===== config.mk =====
export PLATFORM = sky130hd
export DESIGN_NAME = alu_cmd_queue_flat
export DESIGN_NICKNAME = d
export VERILOG_FILES = /design/src/rtl/alu_pkg.sv /design/src/rtl/alu_cmd_queue_if.sv /design/src/rtl/alu_cmd_fifo_ctl.sv /design/src/rtl/alu_cmd_queue.sv /design/src/flat_wrapper.sv
export SDC_FILE = /design/constraint.sdc
export NUM_CORES = 1
export LEC_CHECK = 0
export CAP_MARGIN = 0
export CORE_AREA = 5 5 195 197
export DETAILED_ROUTE_END_ITERATION = 8
export DIE_AREA = 0 0 200 202
export HOLD_SLACK_MARGIN = 0.02
export PLACE_DENSITY = 0.47
export SYNTH_ARGS = -nofsm -noshare
export SYNTH_HDL_FRONTEND = slang
export SYNTH_SLANG_ARGS = --single-unit

===== constraint.sdc =====
create_clock -name clk -period 4.25 [get_ports clk]
set_clock_uncertainty 0.1 [all_clocks]
set_input_delay 0.85 -clock clk [delete_from_list [all_inputs] [get_ports clk]]
set_output_delay 0.85 -clock clk [all_outputs]
set_load 0.02 [all_outputs]

===== src/rtl/alu_pkg.sv =====
// alu_pkg: definitions shared by the ALU command queue and its users.
//   - alu_op_t     : 3-bit ALU opcode type
//   - OP_AND/OP_OR/OP_ADD/OP_SUB : the opcodes the ALU implements
//   - op_is_legal  : true for an opcode the ALU implements
//   - ALU_WIDTH    : default operand width
package alu_pkg;

  localparam int ALU_WIDTH = 32;

  typedef logic [2:0] alu_op_t;

  localparam alu_op_t OP_AND = 3'b000;
  localparam alu_op_t OP_OR  = 3'b001;
  localparam alu_op_t OP_ADD = 3'b010;
  localparam alu_op_t OP_SUB = 3'b110;

  function automatic logic op_is_legal(input alu_op_t op);
    logic legal;
    case (op)
      OP_AND, OP_OR, OP_ADD, OP_SUB: legal = 1'b1;
      default:                       legal = 1'b0;
    endcase
    return legal;
  endfunction

endpackage


===== src/rtl/alu_cmd_queue_if.sv =====
// alu_cmd_queue_if: command bus into and out of the ALU command queue.
//   in_valid/in_ready/in_a/in_b/in_op     : producer (decode) side
//   out_valid/out_ready/out_a/out_b/out_op : consumer (ALU) side
// Modports: master = producer + consumer (the environment), slave = the queue.
//
// Handshake: a transfer happens on a rising clk edge where valid && ready.
// valid never depends on ready; while valid && !ready the sender holds its
// payload stable until the transfer happens.
interface alu_cmd_queue_if
  import alu_pkg::*;
#(
  parameter int WIDTH = ALU_WIDTH
);
  logic             in_valid;
  logic             in_ready;
  logic [WIDTH-1:0] in_a;
  logic [WIDTH-1:0] in_b;
  alu_op_t          in_op;

  logic             out_valid;
  logic             out_ready;
  logic [WIDTH-1:0] out_a;
  logic [WIDTH-1:0] out_b;
  alu_op_t          out_op;

  modport master (
    output in_valid, in_a, in_b, in_op, out_ready,
    input  in_ready, out_valid, out_a, out_b, out_op
  );

  modport slave (
    input  in_valid, in_a, in_b, in_op, out_ready,
    output in_ready, out_valid, out_a, out_b, out_op
  );
endinterface


===== src/rtl/alu_cmd_fifo_ctl.sv =====
// alu_cmd_fifo_ctl: pointer/occupancy control for the ALU command queue.
// Ports:
//   clk, rst_n    : clock, async active-low reset
//   i_push_req    : producer wants to enqueue (already opcode-qualified)
//   i_pop_req     : consumer ready to take the head
//   o_in_ready    : registered "not full"; 0 while in reset
//   o_out_valid   : queue is non-empty
//   o_push/o_pop  : qualified enqueue / dequeue this cycle
//   o_wr_ptr/o_rd_ptr : storage indices, wrap modulo DEPTH
//   o_count       : occupied entries
module alu_cmd_fifo_ctl #(
  parameter int DEPTH = 4,
  localparam int PW = $clog2(DEPTH),
  localparam int CW = PW + 1
) (
  input  logic          clk,
  input  logic          rst_n,
  input  logic          i_push_req,
  input  logic          i_pop_req,
  output logic          o_in_ready,
  output logic          o_out_valid,
  output logic          o_push,
  output logic          o_pop,
  output logic [PW-1:0] o_wr_ptr,
  output logic [PW-1:0] o_rd_ptr,
  output logic [CW-1:0] o_count
);
  localparam logic [CW-1:0] FULL_CNT = CW'(DEPTH);

  logic [CW-1:0] r_count;
  logic [CW-1:0] w_count_nxt;
  logic [PW-1:0] r_wr_ptr;
  logic [PW-1:0] r_rd_ptr;
  logic          r_in_ready;
  logic          w_push;
  logic          w_pop;
  logic          w_out_valid;

  assign w_out_valid = (r_count != '0);
  assign w_push      = i_push_req && r_in_ready;
  assign w_pop       = i_pop_req && w_out_valid;

  always_comb begin
    w_count_nxt = r_count;
    case ({w_push, w_pop})
      2'b10:   w_count_nxt = r_count + 1'b1;
      2'b01:   w_count_nxt = r_count - 1'b1;
      default: w_count_nxt = r_count;
    endcase
  end

  // in_ready is registered from the next count, so a pop while full only
  // re-opens the input on the following cycle and out_ready has no
  // combinational path to in_ready. It also stays 0 until the first edge
  // after reset release.
  always_ff @(posedge clk or negedge rst_n) begin
    if (!rst_n) begin
      r_count    <= '0;
      r_wr_ptr   <= '0;
      r_rd_ptr   <= '0;
      r_in_ready <= 1'b0;
    end else begin
      r_count    <= w_count_nxt;
      r_in_ready <= (w_count_nxt < FULL_CNT);
      if (w_push) r_wr_ptr <= r_wr_ptr + 1'b1;
      if (w_pop)  r_rd_ptr <= r_rd_ptr + 1'b1;
    end
  end

  assign o_in_ready  = r_in_ready;
  assign o_out_valid = w_out_valid;
  assign o_push      = w_push;
  assign o_pop       = w_pop;
  assign o_wr_ptr    = r_wr_ptr;
  assign o_rd_ptr    = r_rd_ptr;
  assign o_count     = r_count;
endmodule


===== src/rtl/alu_cmd_queue.sv =====
// alu_cmd_queue: issue queue in front of the 32-bit ALU. Buffers (a, b, op)
// commands and presents the oldest one to the ALU under valid/ready.
// Ports:
//   clk, rst_n   : clock, async active-low reset
//   bus (slave)  : producer in_* and consumer out_* handshakes
//   count        : occupied entries
//   err_illegal  : one-cycle pulse per dropped illegal opcode
//   illegal_cnt  : saturating (255) count of dropped commands
// Build option: define ALU_CMD_OP_CHECK_EN to drop commands whose opcode the
// ALU does not implement (handshaked but not enqueued). Without it every
// handshaked command is enqueued and err_illegal/illegal_cnt read 0.
// DEPTH must be a power of two, at least 2 (pointers wrap by overflow).
module alu_cmd_queue
  import alu_pkg::*;
#(
  parameter int WIDTH = ALU_WIDTH,
  parameter int DEPTH = 4,
  localparam int PW = $clog2(DEPTH),
  localparam int CW = PW + 1,
  localparam int EW = 2 * WIDTH + 3
) (
  input  logic          clk,
  input  logic          rst_n,
  alu_cmd_queue_if.slave bus,
  output logic [CW-1:0] count,
  output logic          err_illegal,
  output logic [7:0]    illegal_cnt
);
  logic          w_in_ready;
  logic          w_out_valid;
  logic          w_push_req;
  logic          w_push;
  logic          w_pop;
  logic [PW-1:0] w_wr_ptr;
  logic [PW-1:0] w_rd_ptr;
  logic [EW-1:0] w_head;

  // Entry layout: {a, b, op}
  logic [EW-1:0] r_mem [DEPTH];

`ifdef ALU_CMD_OP_CHECK_EN
  logic       w_legal;
  logic       w_drop;
  logic       r_err;
  logic [7:0] r_illegal_cnt;

  assign w_legal    = op_is_legal(bus.in_op);
  // An illegal command still completes its handshake; it just never lands.
  assign w_drop     = bus.in_valid && w_in_ready && !w_legal;
  assign w_push_req = bus.in_valid && w_legal;

  always_ff @(posedge clk or negedge rst_n) begin
    if (!rst_n) begin
      r_err         <= 1'b0;
      r_illegal_cnt <= '0;
    end else begin
      r_err <= w_drop;
      if (w_drop && (r_illegal_cnt != 8'hFF)) r_illegal_cnt <= r_illegal_cnt + 8'd1;
    end
  end

  assign err_illegal = r_err;
  assign illegal_cnt = r_illegal_cnt;
`else
  assign w_push_req  = bus.in_valid;
  assign err_illegal = 1'b0;
  assign illegal_cnt = '0;
`endif

  alu_cmd_fifo_ctl #(.DEPTH(DEPTH)) u_ctl (
    .clk         (clk),
    .rst_n       (rst_n),
    .i_push_req  (w_push_req),
    .i_pop_req   (bus.out_ready),
    .o_in_ready  (w_in_ready),
    .o_out_valid (w_out_valid),
    .o_push      (w_push),
    .o_pop       (w_pop),
    .o_wr_ptr    (w_wr_ptr),
    .o_rd_ptr    (w_rd_ptr),
    .o_count     (count)
  );

  // Storage holds no reset; stale contents are hidden by the output gating.
  always_ff @(posedge clk) begin
    if (w_push) r_mem[w_wr_ptr] <= {bus.in_a, bus.in_b, bus.in_op};
  end

  assign w_head = r_mem[w_rd_ptr];

  assign bus.in_ready  = w_in_ready;
  assign bus.out_valid = w_out_valid;
  assign bus.out_a     = w_out_valid ? w_head[EW-1 -: WIDTH] : '0;
  assign bus.out_b     = w_out_valid ? w_head[WIDTH+2 -: WIDTH] : '0;
  assign bus.out_op    = w_out_valid ? w_head[2:0] : '0;

  // Pop is consumed only by the pointer logic inside the controller.
  logic w_unused;
  assign w_unused = w_pop;
endmodule


===== src/flat_wrapper.sv =====
// flat-port wrapper written by rule: the top's interface ports become plain ports
module alu_cmd_queue_flat import alu_pkg::*;
#(
  parameter int WIDTH = ALU_WIDTH,
  parameter int DEPTH = 4,
  localparam int PW = $clog2(DEPTH),
  localparam int CW = PW + 1,
  localparam int EW = 2 * WIDTH + 3
)
  (clk, rst_n, count, err_illegal, illegal_cnt, bus_in_valid, bus_in_a, bus_in_b, bus_in_op, bus_out_ready, bus_in_ready, bus_out_valid, bus_out_a, bus_out_b, bus_out_op);
  alu_cmd_queue_if #(.WIDTH(WIDTH)) bus_i ();
  input  logic clk;
  input  logic rst_n;
  output logic [CW-1:0] count;
  output logic err_illegal;
  output logic [7:0] illegal_cnt;
  input wire logic [$bits(bus_i.in_valid)-1:0] bus_in_valid;
  input wire logic [$bits(bus_i.in_a)-1:0] bus_in_a;
  input wire logic [$bits(bus_i.in_b)-1:0] bus_in_b;
  input wire logic [$bits(bus_i.in_op)-1:0] bus_in_op;
  input wire logic [$bits(bus_i.out_ready)-1:0] bus_out_ready;
  output wire logic [$bits(bus_i.in_ready)-1:0] bus_in_ready;
  output wire logic [$bits(bus_i.out_valid)-1:0] bus_out_valid;
  output wire logic [$bits(bus_i.out_a)-1:0] bus_out_a;
  output wire logic [$bits(bus_i.out_b)-1:0] bus_out_b;
  output wire logic [$bits(bus_i.out_op)-1:0] bus_out_op;
  assign bus_i.in_valid = bus_in_valid;
  assign bus_i.in_a = bus_in_a;
  assign bus_i.in_b = bus_in_b;
  assign bus_i.in_op = bus_in_op;
  assign bus_i.out_ready = bus_out_ready;
  assign bus_in_ready = bus_i.in_ready;
  assign bus_out_valid = bus_i.out_valid;
  assign bus_out_a = bus_i.out_a;
  assign bus_out_b = bus_i.out_b;
  assign bus_out_op = bus_i.out_op;
  alu_cmd_queue #(.WIDTH(WIDTH), .DEPTH(DEPTH)) u_core (.clk(clk), .rst_n(rst_n), .bus(bus_i), .count(count), .err_illegal(err_illegal), .illegal_cnt(illegal_cnt));
endmodule

==> results of run 1 <==
synthesized netlist by cell type (all sizes together):
cell,n
and2,68
conb,1
edfxtp,268
nor2,1
nand3,1
xnor2,5
mux2,2
nand2,1
buf,22
clkbuf,11
xor2,2
inv,2
mux4,67
fa,1
and3,4
ha,5
or3,1
dfrtp,8
layout by cell type (no fill, tap or decap), drive strengths merged:
cell / count
ha: 5
clkbuf: 39
clkinv: 13
mux4: 67
nand2: 1
and3: 4
mux2: 2
xnor2: 5
inv: 2
clkdlybuf4s50: 142
dfrtp: 8
and2: 68
nand3: 1
or3: 1
xor2: 2
clkinvlp: 2
buf: 11
bufinv: 1
conb: 9
fa: 1
edfxtp: 268
nor2: 1
final timing paths:
| check | end | slack (ns) | cells after the start |
|---|---|---|---|
| setup / recovery | bus_out_a[1] | 0.39 | 4 |
| hold / removal | register | 0.44 | 1 |
| setup reg to reg | register | 1.17 | 8 |
| hold reg to reg | register | 0.44 | 1 |
| max in group asynchronous | u_core.u_ctl.o_rd_ptr[1]$_DFFE_PN0P_ | 3.24 | 1 |
| min in group asynchronous | u_core.u_ctl.o_wr_ptr[0]$_DFFE_PN0P_ | 0.50 | 1 |
power by group:
part,leakage (µW),internal (µW),total (µW),switching (µW)
Sequential,0.00253,3440,3650,207
Combinational,0.00136,1900,3760,1860
Clock,0.000450,1390,2390,998
layout make-up:
cell class / instances / area (µm²)
inverters: 2 / 7.51
clock inverters: 16 / 110
well taps: 468 / 586
flip-flops and latches: 276 / 8260
fillers: 3340 / 22500
multi-input cells: 167 / 2200
clock buffers: 39 / 806
repair buffers: 153 / 1580
layer usage:
| metal | track usage (%) | up-vias |
|---|---|---|
| met5 | 0 | - |
| met3 | 3.40 | 36 |
| met1 | 14.4 | 2571 |
| met4 | 2.45 | 4 |
| li1 | - | 2208 |
| met2 | 19.6 | 121 |
cell families after synthesis:
logic type / Yosys count
flip-flops: 276
buffers and inverters: 35
other: 1
XOR/XNOR: 7
AND/OR/NAND/NOR: 76
multiplexers: 69
adder cells (fa/ha/maj): 6
per-stage QoR:
step	worst slack (ns)	cells	hold slack (ns)
floorplan	1.25	478	0.398
global placement	0.872	1066	0.415
detailed placement	0.875	1066	0.431
CTS	0.270	1121	0.440
global route	0.174	1121	0.458
finish	0.392	1121	0.438
critical path, stage by stage (launching register included):
cell and delay [ns]:
dfrtp_4 0.68, buf_12 0.33, mux4_2 0.55, and2_1 0.19, clkdlybuf4s50_1 0.56
state kept, by name, indices dropped and copies added (netlist names), named ones only:
name                     flops
u_core.r_mem               268
u_core.u_ctl.o_in_ready      1
u_core.u_ctl.o_count         2
u_core.u_ctl.o_rd_ptr        2
u_core.u_ctl.o_wr_ptr        2
==> reports/metrics.csv, run 1 <==
stage;metric;value;unit
global_routing;largest net degree at the start of global routing;39;
layout;Final Core Density;37.5;%
floorplan;core area;36100;µm²
routing;Post-Route WL;23100;µm
floorplan;die area;40400;µm²
critical_path;Worst Setup SP;u_core.u_ctl.o_rd_ptr[0]$_DFFE_PN0P_;
cts;CTS tree;built;
critical_path;Critical R2R Launch;u_core.u_ctl.o_count[0]$_DFFE_PN0N_;
power;peak supply drop;0.331;mV
critical_path;crit path DAT;2.91;ns
synth;top post-synthesis cells by area;edfxtp_1 (76%), mux4_2 (14%), and2_1 (4.0%), dfrtp_1 (1.9%), buf_4 (0.64%);
sta;endpoints failing hold;0;
global_routing;vias in the first global route;5713;
routing;WL met3;1520;µm
critical_path;startpoint types;register;
critical_path;CP Max Fanout;36;
synth;register area share after synthesis;77.7;%
sta;setup violators final;0;
place;Placer Congestion;0.682;
synth;Mapped Cells;470;
routing;Pre-antenna DRT Iters;4;
sta;Period Utilization, post-route;90.8;%
routing;WL/cell;20.6;µm
outcome;status;completed;
synth;Post-Synth XOR/XNOR Area;0.578;%
routing;# DRC;0;
global_routing;gr usage total;11.5;%
critical_path;CP Capture Type;primary output;
sta;RSZ-0062 raised after global routing;no;
place;Port Buffers;142;
job;max_cap viols;0;
routing;Via-to-Cell Ratio;4.41;
cts;CTS clk-pin slew, worst paths;0.06;ns
routing;Vias;4940;
floorplan;die width;200;µm
synth;Simple-Gate Fraction of Synth Area;4.42;%
global_routing;antenna violations before repair;2;
synth;post-synthesis mux area share;14.4;%
global_routing;first-pass GRT wire length;35200;µm
worst_hold_path;worst min path class;register to register;
cts;clk sink count;276;
sta;final-report max-slew violation count;0;
cts;CTS buffer count;30;
sta;Rel. slew slack;55.9;%
synth;Syn Std Cell Area;10600;µm²
routing;top sig layer;met5;
routing;Initial DRC Count;190;
floorplan;Rows;70;
place;DP Area;12600;µm²
routing;met1 wire length;9680;µm
sta;Worst-Margin Slew;0.661;ns
power;Leakage;0.00433;µW
cts;Setup Buffers After CTS;0;
synth;synth warn;0;
synth;flops & latches, synth;276;
cts;worst-skew pair later-pin latency;0.54;ns
cts;CTS Root Cell;clkbuf_16;
cts;number of gates resized after cts;0;
layout;Area Growth Syn to Fin;27.6;%
synth;area leader, netlist;edfxtp_1;
synth;Adder-Cell Fraction of Synth Area;0.778;%
place;DP HPWL;13900;µm
global_routing;grt ovf;0;
power;pwr/cell area;723;nW/µm²
routing;antenna-violating nets left;0;
sta;max frequency;0.259;GHz
sta;post-layout minimum cycle time;3.86;ns
power;Tot Pwr;9800;µW
cts;clk buf depth;3;
synth;Yosys top cell area share;75.8;%
cts;Post-CTS Hold Buffers;0;
synth;Mapped Avg Cell Area;22.6;µm²
critical_path;Req. time, crit path;3.30;ns
floorplan;Die Y;202;µm
cts;CTS HTree Levels;1;
synth;largest family of logic cells by synthesized area;multiplexers;
sta;Final TNS setup;0;ns
synth;Synth Area in Compound Gates;0;%
routing;met2 WL post-DR;11400;µm
floorplan;Starting Density;29.4;%
synth;Yosys cell types;21;
critical_path;WS Path Type;register to primary output;
layout;share of layout cells above drive strength 1;20.1;%
floorplan;I/O pin total;152;
layout;Final #Nets;707;
layout;diode count;0;
layout;final instance area;13500;µm²
Note: power is estimated with default switching activity, not from simulation.
==> run 2, diff against run 1 <==
--- a/config.mk
+++ b/config.mk
@@ -11,6 +11,7 @@
 export DIE_AREA = 0 0 200 202
 export HOLD_SLACK_MARGIN = 0.02
 export PLACE_DENSITY = 0.47
+export SKIP_LAST_GASP = 1
 export SYNTH_ARGS = -nofsm -noshare
 export SYNTH_HDL_FRONTEND = slang
 export SYNTH_SLANG_ARGS = --single-unit
==> results of run 2 <==
No change in the layout: final DEF, timing and power equal those of run 1.
